<file path="src/rtl/axi_lite_timer_pkg.sv">
// timer_defs: register offsets, response codes, CTRL bits and FSM states shared by the timer block
package timer_defs;
    localparam logic [27:0] TIMER_MTIME    = 28'h00;
    localparam logic [27:0] TIMER_MTIMECMP = 28'h08;
    localparam logic [27:0] TIMER_CTRL     = 28'h10;
    localparam logic [27:0] TIMER_PRESC    = 28'h18;
    localparam logic [2:0] RESP_OKAY   = 3'b000;
    localparam logic [2:0] RESP_SLVERR = 3'b010;
    localparam int CTRL_EN     = 0;
    localparam int CTRL_IRQ_EN = 1;
    typedef enum logic { W_IDLE, W_RESP } wstate_t;
    typedef enum logic { R_IDLE, R_DATA } rstate_t;
endpackage

</file>
<file path="src/rtl/axi_lite_timer_counter.sv">
// timer_counter: prescaled 64-bit MTIME, compare register, control bits and registered level interrupt
module timer_counter
    import timer_defs::*;
#(
    parameter int PRESC_W = 16
) (
    input  logic               Clk,
    input  logic               Rst,
    input  logic               we_mtime,
    input  logic               we_cmp,
    input  logic               we_ctrl,
    input  logic               we_presc,
    input  logic [63:0]        mask,
    input  logic [63:0]        wdata,
    output logic [63:0]        mtime,
    output logic [63:0]        mtimecmp,
    output logic [1:0]         ctrl,
    output logic [PRESC_W-1:0] presc,
    output logic               irq
);
    logic [PRESC_W-1:0] pcnt;
    logic               tick;

    assign tick = ctrl[CTRL_EN] && pcnt == presc;

    // a software MTIME write takes priority over a same-cycle tick
    always_ff @(posedge Clk) begin
        if (!Rst) begin
            mtime    <= '0;
            mtimecmp <= '1;
            ctrl     <= '0;
            presc    <= '0;
            pcnt     <= '0;
            irq      <= 1'b0;
        end else begin
            mtime    <= we_mtime ? (mtime & ~mask) | (wdata & mask) : tick ? mtime + 64'd1 : mtime;
            mtimecmp <= we_cmp ? (mtimecmp & ~mask) | (wdata & mask) : mtimecmp;
            ctrl     <= we_ctrl ? (ctrl & ~mask[1:0]) | (wdata[1:0] & mask[1:0]) : ctrl;
            presc    <= we_presc ? (presc & ~mask[PRESC_W-1:0]) | (wdata[PRESC_W-1:0] & mask[PRESC_W-1:0]) : presc;
            pcnt     <= we_presc || tick ? '0 : ctrl[CTRL_EN] ? pcnt + PRESC_W'(1) : pcnt;
            irq      <= ctrl[CTRL_IRQ_EN] && mtime >= mtimecmp;
        end
    end
endmodule

</file>
<file path="src/rtl/axi_lite_timer.sv">
// axi_lite_timer: AXI4-Lite front end with independent write/read FSMs around timer_counter.
// All return-channel outputs are zero unless this block is actively responding.
module axi_lite_timer
    import timer_defs::*;
#(
    parameter int ADDR_W  = 64,
    parameter int DATA_W  = 64,
    parameter int PRESC_W = 16
) (
    input  logic              Clk,
    input  logic              Rst,
    input  logic              AWVALID,
    input  logic [ADDR_W-1:0] AWADDR,
    input  logic [2:0]        AWPROT,
    output logic              AWREADY,
    input  logic              WVALID,
    input  logic [DATA_W-1:0] WDATA,
    input  logic [3:0]        WSTRB,
    output logic              WREADY,
    input  logic              BREADY,
    output logic              BVALID,
    output logic [2:0]        BRESP,
    input  logic              ARVALID,
    input  logic [ADDR_W-1:0] ARADDR,
    input  logic [2:0]        ARPROT,
    output logic              ARREADY,
    output logic              RVALID,
    output logic [DATA_W-1:0] RDATA,
    output logic [2:0]        RRESP,
    input  logic              RREADY,
    output logic              TimerIrq
);
    logic [DATA_W-1:0]  mask, rd_val, rdata;
    logic [63:0]        mtime, mtimecmp;
    logic [1:0]         ctrl;
    logic [PRESC_W-1:0] presc;
    logic [2:0]         bresp, rresp, rd_resp;
    logic [3:0]         wsel, rsel;
    logic               aw_hs, ar_hs, prot_unused;
    wstate_t            wstate, wstate_n;
    rstate_t            rstate, rstate_n;

    assign prot_unused = ^{AWPROT, ARPROT};

    assign wsel = {AWADDR == ADDR_W'(TIMER_PRESC), AWADDR == ADDR_W'(TIMER_CTRL),
                   AWADDR == ADDR_W'(TIMER_MTIMECMP), AWADDR == ADDR_W'(TIMER_MTIME)};
    assign rsel = {ARADDR == ADDR_W'(TIMER_PRESC), ARADDR == ADDR_W'(TIMER_CTRL),
                   ARADDR == ADDR_W'(TIMER_MTIMECMP), ARADDR == ADDR_W'(TIMER_MTIME)};

    for (genvar i = 0; i < 4; i++) begin : g_lane
        assign mask[i*(DATA_W/4) +: DATA_W/4] = {(DATA_W/4){WSTRB[i]}};
    end

    assign rd_val  = rsel[0] ? mtime : rsel[1] ? mtimecmp : rsel[2] ? DATA_W'(ctrl) :
                     rsel[3] ? DATA_W'(presc) : '0;
    assign rd_resp = |rsel ? RESP_OKAY : RESP_SLVERR;

    always_comb begin
        aw_hs    = Rst && wstate == W_IDLE && AWVALID && WVALID;
        ar_hs    = Rst && rstate == R_IDLE && ARVALID;
        AWREADY  = aw_hs;
        WREADY   = aw_hs;
        ARREADY  = ar_hs;
        BVALID   = wstate == W_RESP;
        BRESP    = BVALID ? bresp : RESP_OKAY;
        RVALID   = rstate == R_DATA;
        RDATA    = RVALID ? rdata : '0;
        RRESP    = RVALID ? rresp : RESP_OKAY;
        wstate_n = aw_hs ? W_RESP : BVALID && BREADY ? W_IDLE : wstate;
        rstate_n = ar_hs ? R_DATA : RVALID && RREADY ? R_IDLE : rstate;
    end

    always_ff @(posedge Clk) begin
        if (!Rst) begin
            wstate <= W_IDLE;
            rstate <= R_IDLE;
            bresp  <= RESP_OKAY;
            rresp  <= RESP_OKAY;
            rdata  <= '0;
        end else begin
            wstate <= wstate_n;
            rstate <= rstate_n;
            bresp  <= aw_hs ? (|wsel ? RESP_OKAY : RESP_SLVERR) : bresp;
            rresp  <= ar_hs ? rd_resp : rresp;
            rdata  <= ar_hs ? rd_val : rdata;
        end
    end

    timer_counter #(.PRESC_W(PRESC_W)) u_counter (
        .Clk      (Clk),
        .Rst      (Rst),
        .we_mtime (aw_hs && wsel[0]),
        .we_cmp   (aw_hs && wsel[1]),
        .we_ctrl  (aw_hs && wsel[2]),
        .we_presc (aw_hs && wsel[3]),
        .mask     (mask),
        .wdata    (WDATA),
        .mtime    (mtime),
        .mtimecmp (mtimecmp),
        .ctrl     (ctrl),
        .presc    (presc),
        .irq      (TimerIrq)
    );
endmodule
</file>
<file path="config.mk">
export PLATFORM = sky130hd
export DESIGN_NAME = axi_lite_timer
export DESIGN_NICKNAME = d
export VERILOG_FILES = /design/src/rtl/axi_lite_timer_pkg.sv /design/src/rtl/axi_lite_timer_counter.sv /design/src/rtl/axi_lite_timer.sv
export SDC_FILE = /design/constraint.sdc
export NUM_CORES = 1
export LEC_CHECK = 0
export BUFFER_PORTS_ARGS = -buffer_cell sky130_fd_sc_hd__buf_2
export CORE_UTILIZATION = 55
export DETAILED_ROUTE_END_ITERATION = 7
export PLACE_DENSITY = 0.8
export SETUP_SLACK_MARGIN = 0.15
export SYNTH_ARGS = -nofsm -noshare
export SYNTH_HDL_FRONTEND = slang
export SYNTH_SLANG_ARGS = --single-unit
export TNS_END_PERCENT = 10
</file>
<file path="constraint.sdc">
create_clock -name Clk -period 2.62 [get_ports Clk]
set_input_delay 0.262 -clock Clk [delete_from_list [all_inputs] [get_ports Clk]]
set_output_delay 0.262 -clock Clk [all_outputs]
set_load 0.1 [all_outputs]
</file>
# [Yosys cells after proc, flatten, opt, wreduce, memory -nomap -nowiden]
# Index checks and enable logic that the tools add are counted.
[word_totals] reg_bits=235 inputBits=209
[classes] add_sub_neg=2 order_cmp=1 bitwise=17 n_eq_ne=7 muxes=15 n_reduce_logical=22
[ops] cell="64-bit two-way mux" n=5
[ops] cell="64-bit by 5-bit == test with 1-bit output, second input constant" n=4
[ops] cell="64-bit AND" n=3
[ops] cell="64-bit by 4-bit == test with 1-bit output, second input constant" n=2
[ops] cell="64-bit zero test" n=2
[ops] cell="64-bit OR" n=2
[ops] cell="64-bit by 1-bit adder with 64-bit output, second input constant" n=1
[ops] cell="64-bit >= comparator" n=1
[ops] cell="64-bit inverter" n=1
[ops] cell="16-bit AND" n=2
[ops] cell="16-bit two-way mux" n=2
[ops] cell="16-bit by 1-bit adder with 16-bit output, second input constant" n=1
[ops] cell="16-bit == test" n=1
[ops] cell="16-bit inverter" n=1
[ops] cell="16-bit OR" n=1
[ops] cell="1-bit logical AND" n=13
[ops] cell="4-bit OR reduction" n=2
[ops] cell="3-bit two-way mux" n=2
[ops] cell="2-bit nonzero test" n=3
[ops] cell="2-bit AND" n=2
[ops] cell="1-bit two-way mux" n=4
[ops] cell="2-bit two-way mux" n=2
[ops] cell="1-bit inverter" n=3
[ops] cell="2-bit inverter" n=1
[ops] cell="other kinds (3)" n=3

# [Depth between registers and ports, before layout]
[depth] word_depth=7 mapped_depth=10 ltp_nobuf=9

# [Cells and area by module]
# From an unflattened synthesis, not the netlist that was laid out.
[unflattened] cells_unflattened=1793 hier_area_um2=14117.3
[modules_own_cells] module="timer_counter" n_inst=1 cells_per_inst=1356 area_each_um2=10019.6
[modules_own_cells] module="axi_lite_timer" n_inst=1 cells_per_inst=437 area_each_um2=4097.7

# [Worst setup path before layout]
# Ideal clock, no wire load.
[synth_path] path_kind="flip-flop to flip-flop" start="register wstate (netlist: BVALID)" end="register (tool-made name)" synth_period_minus_slack_ns=3.441 arrival_ns=3.321 setup_time_ns=0.120 setup_slack_ns=-0.821 stages_incl_launch_ff=9 required_ns=2.500 path_cell_list="dfxtp_1 and4b_1 and4_1 nor2b_1 buf_2 a211oi_4 a21oi_1 nor4_1 or2_1"
[synth_lines] item="start, declared" line="axi_lite_timer.sv:40" source="wstate_t wstate, wstate_n;"
[synth_lines] item="start signal, assigned" line="axi_lite_timer.sv:81" source="wstate <= wstate_n;"

==> impl_metrics.tcl <==
set metrics [dict create \
    endpoint_kind "flop" \
    multi_input_area_um2 7900 \
    core-area_um2 23600 \
    grt_max_degree 146 \
    fmax_mhz 408 \
    fin_area_um2 16700 \
    cts_sinks 231 \
    placement.cell_area_um2 15500 \
    grt_use_total_pct 34.4 \
    die_y_um 157 \
    cp_slowest_cell "dfxtp_1" \
    hold_viol_final 0 \
    ant_nets 0 \
    met3_length_mm 3.75 \
    crit_family "simple AND/OR/NAND/NOR gates" \
    cts_tree "yes" \
    grt_overflow 0 \
    io_buffer_count 274 \
    fin_cells 2322 \
    status "completed" \
    path_class "reg2reg" \
    dieArea_um2 24800 \
    irDropWorstVdd_mv 0.406 \
    avgSynthCellArea_um2 8.01 \
    ff_latch_area_um2 4630 \
    routed_wl_mm 43.2 \
    dp_hpwl_mm 31.3 \
    clk_pin_slew_ns 0.06 \
    wl_per_cell_um 18.6 \
    synth-seq-cells 231 \
    cp-start-kind "flop" \
    worstPathRequired_ns 3.07 \
    synthToLayoutAreaGrowth_pct 25.9 \
    max_slew_margin_pct 47.1 \
    ys_types 78 \
    synthTopCellsByCount "dfxtp_1 (231), nand2_1 (159), a21oi_1 (140)" \
    post-route-drc-count 0 \
    rsz0062_at_grt "true" \
    wl_met2_mm 19.4 \
    synth_top_area_share_pct 34.8 \
    grt_pass1_wl_mm 68.2 \
    cp_common_cell "buf_4" \
    initial_core_util_pct 56.3 \
    n_antenna_cell 0 \
    p_leak_nw 8.09 \
    yosysSeqAreaShare_pct 34.8 \
    synth_edf_count 0 \
    finalNetCount 2259 \
    slew_violations 0 \
    cp.arrival_ns 2.90 \
    tightest_slew_ns 0.794 \
    fin_crit_ns 2.45 \
    viasPerCell 6.12 \
    skew_ns 0.00972 \
    worstPathCellList "xor2_1 > nor4_2 > nand4_1 > buf_4 > a211oi_4 > buf_4 > nand2b_1 > buf_4 > a21oi_1 > nor3_1" \
    placedCellCount 2237 \
    vias 14200 \
    die_w_um 157 \
    routabilityCongestion 0.928 \
    io_pins 285 \
    synth_flop_cell "dfxtp_1" \
    drv_cap 0 \
    row_count 56 \
    final-setup-viol-count 0 \
    synth_warnings 0 \
    async_flop_share_pct 0 \
    h-tree-depth 1 \
    clkLatencyLatePin_ns 0.53 \
    synth_area_leaders "dfxtp_1 (35%), ha_1 (6.2%), a21oi_1 (5.3%)" \
    cts_buffers 26 \
    layout-drive-gt1-share_pct 22.9 \
    path_buf_inv 3 \
    final_util_pct 70.9 \
    drtIter0Drc 1487 \
    cts_buffer_depth 3 \
    rrSetupSlack_ns 0.17 \
    hp-class "in2reg" \
    synth.most_common_cell "dfxtp_1" \
    nFillCells 1898 \
    cts-root-buf "clkbuf_16" \
    top_layer_used "met4" \
    cp_slowest_stage_delay_ns 0.33 \
    met1_length_mm 18.8 \
    crit_fanout 8 \
    grt_pass1_vias 13100 \
    drt_pass1_iterations 5 \
    power_density_nw_per_um2 486 \
    min_period_over_period_pct 93.5 \
    synthCells 1659 \
    mappedNetlistArea_um2 13300 \
    yosys.area.top_type "dfxtp_1" \
    antenna_found_initial 0 \
]
layer usage:
metal,vias to the layer above,global-route usage [%]
li1,6662,-
met1,6735,48.5
met2,711,54.2
met3,95,4.52
met4,0,11.2
met5,-,0
power breakdown:
| part | total [mW] | switching [mW] | internal [mW] |
|---|---|---|---|
| logic | 0.948 | 0.656 | 0.291 |
| clock network | 3.56 | 1.49 | 2.07 |
| registers | 3.63 | 0.0366 | 3.59 |
| total | 8.14 | 2.18 | 5.96 |
through the flow:
| stage | setup slack (ns) | hold WS (ns) | TNS (ns) | power [mW] |
|---|---|---|---|---|
| 3_3_place_gp | -0.0292 | 0.437 | -0.0637 | 4.58 |
| 4_1_cts | 0.131 | 0.0000175 | 0 | 8.13 |
| 6_report | 0.169 | 0.00618 | 0 | 8.14 |
| 5_1_grt | 0.0542 | 0.00608 | 0 | 8.37 |
| 2_1_floorplan | 0.0911 | 0.353 | 0 | 4.27 |
| 3_5_place_dp | -0.0705 | 0.444 | -0.223 | 4.59 |
tightest hold or removal path, delay by kind of cell:
kind	cells	cell delay, ns
buffers and inverters	1	0.11
AND/OR/NAND/NOR	1	0.05
AO/OA/AOI/OAI	1	0.08
cell type report:
| class | count | share of cell area [%] |
|---|---|---|
| Clock buffer | 39 | 4.73 |
| Clock inverter | 8 | 0.254 |
| Timing Repair Buffer | 415 | 16.0 |
| Inverter | 78 | 1.75 |
| Tap cell | 319 | 2.39 |
| Sequential cell | 231 | 27.7 |
| Multi-Input combinational cell | 1232 | 47.2 |
cell usage in the layout, fill, tap and decap left out, types with 22 or more instances in the layout:
master,count
nor2_1,136
dfxtp_1,228
buf_4,94
nand2_1,159
dlygate4sd3_1,36
nor4_1,38
o21ai_1,37
inv_1,76
ha_1,66
a21oi_1,137
and3_1,47
o211ai_1,51
clkbuf_16,27
o21ai_0,52
a221oi_1,50
mux2i_1,52
xor2_1,22
and2_1,73
nor3_1,30
nand3_1,43
buf_2,273
nand4_1,45
kinds of logic after synthesis:
kind of cell | share of synthesized area (%)
fa+ha+maj | 6.22
other cells | 0.0282
buf+inv | 6.32
mux | 4.37
compound gates | 21.6
xor+xnor | 2.37
flops | 34.8
simple gates | 24.2
timing repair:
action,4_1_cts,5_1_grt
endpoints found under the setup margin,19,38
pin swaps,2,0
cloned,0,0
setup buffers,2,0
hold buffers,35,1
resized for setup,0,11
endpoints found under the hold margin,35,1
final timing paths:
path / startpoint / to / cells past startpoint
setup / recovery: flop / flop / 10
hold / removal: WDATA[44] / flop / 3
setup reg to reg: flop / flop / 10
hold reg to reg: rdata[4] / rdata[4] / 2
No activity file was read; power rests on OpenSTA's default activity.
